===== src/rtl/multdiv_ctrl.sv =====
// Sequencing controller for the shared multicycle multiply/divide unit.
// Optional WAIT watchdog is enabled with `define MULTDIV_TIMEOUT_EN.
module multdiv_ctrl #(
  parameter int TIMEOUT = 64
) (
  input  logic        clock,
  input  logic        reset_n,
  input  logic        in_valid,
  input  logic [4:0]  opcode,
  input  logic [4:0]  alu_op,
  input  logic [4:0]  rd,
  input  logic [31:0] operand_a,
  input  logic [31:0] operand_b,
  input  logic        flush,
  output logic        md_ctrl_mult,
  output logic        md_ctrl_div,
  output logic [31:0] md_op_a,
  output logic [31:0] md_op_b,
  input  logic        md_result_rdy,
  input  logic        md_exception,
  input  logic [31:0] md_result,
  output logic        stall,
  output logic        busy,
  output logic        wb_valid,
  output logic [4:0]  wb_rd,
  output logic [31:0] wb_data
);

  localparam logic [4:0] ALU_MUL = 5'b00110;
  localparam logic [4:0] ALU_DIV = 5'b00111;

  typedef enum logic [2:0] {IDLE, ISSUE, WAIT, WB, DRAIN} state_t;

  state_t      state, state_nxt;
  logic        hit;
  logic        is_div;
  logic [4:0]  rd_q;
  logic        start_mult_q, start_div_q;
  logic        timed_out;

  assign hit = in_valid && (opcode == 5'd0) && ((alu_op == ALU_MUL) || (alu_op == ALU_DIV));

`ifdef MULTDIV_TIMEOUT_EN
  localparam int CW = $clog2(TIMEOUT + 1);

  logic [CW-1:0] wait_cnt;

  // Counter is zero on the first WAIT cycle, so it reads TIMEOUT-1 on the last allowed one.
  always_ff @(posedge clock or negedge reset_n) begin
    if (!reset_n)           wait_cnt <= '0;
    else if (state != WAIT) wait_cnt <= '0;
    else                    wait_cnt <= wait_cnt + 1'b1;
  end

  assign timed_out = (state == WAIT) && (wait_cnt == CW'(TIMEOUT - 1));
`else
  // Watchdog compiled out: the comparison is always false for any legal TIMEOUT.
  assign timed_out = (TIMEOUT < 0);
`endif

  always_ff @(posedge clock or negedge reset_n) begin
    if (!reset_n) state <= IDLE;
    else          state <= state_nxt;
  end

  always_comb begin
    state_nxt = state;
    stall     = 1'b0;
    case (state)
      IDLE: begin
        stall = hit;
        if (hit) state_nxt = ISSUE;
      end
      ISSUE: begin
        stall     = 1'b1;
        state_nxt = flush ? IDLE : WAIT;
      end
      WAIT: begin
        stall = 1'b1;
        if (flush)                          state_nxt = DRAIN;
        else if (md_result_rdy || timed_out) state_nxt = WB;
      end
      WB: state_nxt = IDLE;
      DRAIN: begin
        stall = hit;
        if (md_result_rdy) state_nxt = IDLE;
      end
      default: state_nxt = IDLE;
    endcase
  end

  assign busy = (state != IDLE);

  // The start pulse is registered but can still be squashed by a flush during ISSUE.
  assign md_ctrl_mult = start_mult_q && !flush;
  assign md_ctrl_div  = start_div_q && !flush;

  always_ff @(posedge clock or negedge reset_n) begin
    if (!reset_n) begin
      start_mult_q <= 1'b0;
      start_div_q  <= 1'b0;
      md_op_a      <= '0;
      md_op_b      <= '0;
      rd_q         <= '0;
      is_div       <= 1'b0;
      wb_valid     <= 1'b0;
      wb_rd        <= '0;
      wb_data      <= '0;
    end else begin
      start_mult_q <= (state == IDLE) && hit && !alu_op[0];
      start_div_q  <= (state == IDLE) && hit && alu_op[0];
      wb_valid     <= 1'b0;
      wb_rd        <= '0;
      wb_data      <= '0;
      if ((state == IDLE) && hit) begin
        md_op_a <= operand_a;
        md_op_b <= operand_b;
        rd_q    <= rd;
        is_div  <= alu_op[0];
      end
      // Exceptions and watchdog expiry redirect the write to $r30 with a cause code.
      if ((state == WAIT) && !flush) begin
        if ((md_result_rdy && md_exception) || (!md_result_rdy && timed_out)) begin
          wb_valid <= 1'b1;
          wb_rd    <= 5'd30;
          wb_data  <= is_div ? 32'd5 : 32'd4;
        end else if (md_result_rdy) begin
          wb_valid <= (rd_q != 5'd0);
          wb_rd    <= rd_q;
          wb_data  <= md_result;
        end
      end
    end
  end

endmodule


===== config.mk =====
export PLATFORM = sky130hd
export DESIGN_NAME = multdiv_ctrl
export DESIGN_NICKNAME = d
export VERILOG_FILES = /design/src/rtl/multdiv_ctrl.sv
export SDC_FILE = /design/constraint.sdc
export NUM_CORES = 1
export LEC_CHECK = 0
export ABC_AREA = 0
export CAP_MARGIN = 20
export CORE_UTILIZATION = 40
export CTS_CLUSTER_SIZE = 20
export DETAILED_ROUTE_END_ITERATION = 7
export GPL_ROUTABILITY_DRIVEN = 0
export PLACE_DENSITY = 0.8
export SKIP_LAST_GASP = 1
export SLEW_MARGIN = 20
export SYNTH_ARGS = -nofsm -noshare
export SYNTH_HDL_FRONTEND = slang
export SYNTH_SLANG_ARGS = --single-unit

===== constraint.sdc =====
create_clock -name clock -period 2.05 [get_ports clock]
set_input_delay 0.41 -clock clock [delete_from_list [all_inputs] [get_ports clock]]
set_output_delay 0.41 -clock clock [all_outputs]
set_load 0.05 [all_outputs]

==> summary.md <==
| Metric | Value |
|---|---|
| Vias | `3081` |
| CTS buffer count | `17` |
| Synth Area in Compound Gates | `0.00940` |
| Die Area | `11700 um^2` |
| Initial antenna violation count | `0` |
| YS warnings | `0` |
| Pwr/cell area | `755 nW/um^2` |
| Mapped Cells | `269` |
| Final setup fails | `0` |
| Post-Synth Adder-Cell Area | `0` |
| Simple-gate share of the synthesized area | `0.0871` |
| Dpl cell area | `6910 um^2` |
| Mapped Nets | `386` |
| CP delay by family, top | `buffers and inverters` |
| Max Fanout on Critical Path | `3` |
| Row cnt | `38` |
| Post-Synth XOR/XNOR Area | `0` |
| Share of post-route cells with drive strength above 1 | `0.242` |
| Slew HR | `0.632` |
| WS Path Type | `in2out` |
| Max Cap Viol | `0` |
| Most frequent cells in the layout | `clkdlybuf4s50_1 (206), dfrtp_1 (113), mux2_4 (69), and2_1 (31), clkbuf_16 (17)` |
| Die Span Y | `108 um` |
| Main combinational cell family by area after synthesis | `multiplexers` |
| Core box area | `10900 um^2` |
| Starting density of the core | `0.414` |
| DR WL/cell | `16.9 um` |
| Input/output buffers | `222` |
| Io pins | `223` |
| Vias in the first global route | `3239` |
| Min-delay worst type | `in2async` |
| Worst-skew pair later-pin latency | `400 ps` |
| Htree depth | `4` |
| Register area | `2830 um^2` |
| WHS | `435 ps` |
| Clk_skew | `6.85 ps` |
| CP Capture Type | `output pin` |
| Clk sinks | `113` |
| CP Data Arrival Time | `1600 ps` |
| Hold Vio Cnt, Final | `0` |
| Total grt overflow | `0` |
| CP Cell Sequence | `clkdlybuf4s50_1, nor2b_4, nand3_2, o31ai_4, buf_12` |
| Vias per Instance | `4.64` |
| Status | `complete, no violations` |
| Root Buffer | `clkbuf_16` |
| Unrepaired setup endpoints after global routing | `true` |
| CP max stage cell | `clkdlybuf4s50_1` |
| Peak supply drop | `0.000556 V` |
| Lkg Pwr | `3.48 nW` |
| HPWL after DPL | `8120 um` |
| Library cells used by synthesis | `29` |
| Final Cell Area | `7530 um^2` |
| Seq/Total Area, Yosys | `0.625` |
| Total track usage | `0.197` |
| Register bit total from synthesis | `113` |
| Startpoint Class | `input port` |
| Multi-input gate area | `1530 um^2` |
| Final Slew Violations | `0` |
| Most common cell after layout, fill and taps aside | `clkdlybuf4s50_1` |
| Total Wirelength | `11200 um` |
| Mux cell area share after synthesis | `0.236` |
| Chip width | `108 um` |
| Largest net degree at the start of global routing | `56` |
| Initial DRC count | `80` |
| Req. time, crit path | `1640 ps` |
| Nets | `628` |
| Area grow syn2layout | `66.5%` |
| Ant. Diodes | `0` |
| Synthesized area | `4520 um^2` |
| Clock Tree Buf Depth | `2` |
| Tmin final | `2010 ps` |
| Filler cells | `779` |
| Remaining antenna violation count after routing | `0` |
| DRC viols | `0` |
| F_max | `497 MHz` |
| TritonRoute pass-1 iters | `4` |
| CTS tree | `done` |
| First-pass GRT wire length | `16800 um` |
| CTS clk-pin slew, worst paths | `50 ps` |
| Sum of buffers and inverters on the critical path | `2` |
| Slowest stage delay, CP | `450 ps` |
| Syn avg cell area | `16.8 um^2` |
| Fin crit share | `0.981` |
| Slew @ Worst Pin | `550 ps` |
==> kinds of logic after synthesis <==
group                  count (synthesis)
DFF                                  113
muxes                                 72
and+or+nand+nor                       62
buffers and inverters                 16
AOI/OAI and AO/OA                      6
==> cell type report <==
cell class	instances	share of cell area
Tap cell	140	0.0233
Multi-Input combinational cell	140	0.203
Sequential cell	113	0.375
Inverter	3	0.00150
Timing Repair Buffer	236	0.319
Clock inverter	10	0.0145
Clock buffer	22	0.0630
==> cells in the mapped netlist (all sizes together) <==
cell    number  area [um^2]
nor4         2         27.5
o32a         1         10.0
o31ai        1         7.51
inv          3         11.3
mux2        70         1050
and4bb       1         12.5
dfrtp      113         2830
a21oi        2         10.0
nand3        1         5.00
nor3         1         10.0
a21boi       1         7.51
buf         12          178
a21o         1         7.51
mux2i        2         20.0
clkbuf       1         3.75
nor4b        1         15.0
nand2b       2         12.5
nand3b       2         15.0
nand4        1         6.26
nor2b        3         18.8
nand2        1         3.75
nor3b        1         12.5
and4         1         8.76
and2        31          194
nor2        14         52.6
==> worst reg2reg max path: cells and delay by family (launching register included) <==
kind / cells / cell delay [ps]
simple gates: 2 / 650
flops: 1 / 480
mux: 1 / 340
buf+inv: 1 / 260
==> metal layers <==
layer / wire [um] / global-route usage / vias up
met2: 5720 / 0.329 / 137
met3: 987 / 0.0844 / 20
li1: - / - / 1387
met5: 0 / 0 / -
met1: 4290 / 0.217 / 1537
met4: 231 / 0.0869 / 0
==> stage by stage <==
step / std cells / worst slack (ps) / power [mW] / utilization / setup TNS, ps
after floorplan: 269 / 84.3 / 2.52 / - / 0
after global placement: 629 / -163 / 2.87 / 0.631 / -10180
after detailed placement: 629 / -201 / 2.88 / 0.631 / -12050
after CTS: 664 / 0.822 / 5.76 / 0.688 / 0
after global routing: 664 / -25.8 / 5.89 / 0.689 / -25.8
final: 664 / 38.4 / 5.69 / 0.689 / 0
==> repair_timing <==
action,4_1_cts,5_1_grt
hold buffers,1,0
gates resized for setup,12,3
endpoints found under the hold margin,19,0
buffers inserted,2,0
pin swaps,4,1
gates cloned,0,0
endpoints found under the setup margin,1,4
==> sequential cells by signal, indices dropped and copies added (netlist names) <==
register and cells:
is_div 1, md_op_a 32, md_op_b 32, rd_q 5, start_div_q 1, start_mult_q 1, state 3, wb_data 32
wb_rd 5, wb_valid 1
==> power by group <==
part / internal [mW] / leakage [nW] / total [mW] / switching [mW]
clock network: 1.87 / 0.286 / 2.85 / 0.978
logic: 0.307 / 1.62 / 0.543 / 0.236
registers: 2.27 / 1.57 / 2.29 / 0.0226
total: 4.45 / 3.48 / 5.69 / 1.24
==> final timing paths <==
check,from,to,slack [ps],cells after the start
max reg2reg,state[0],md_op_a[12],210,4
max,alu_op[2],stall,40,5
min reg2reg,md_op_a[5],md_op_a[5],510,1
max in group asynchronous,reset_n,wb_data[1],820,3
min in group clock,md_op_a[5],md_op_a[5],510,1
min,reset_n,md_op_b[8],440,2
No activity file was read; power rests on OpenSTA's default activity.
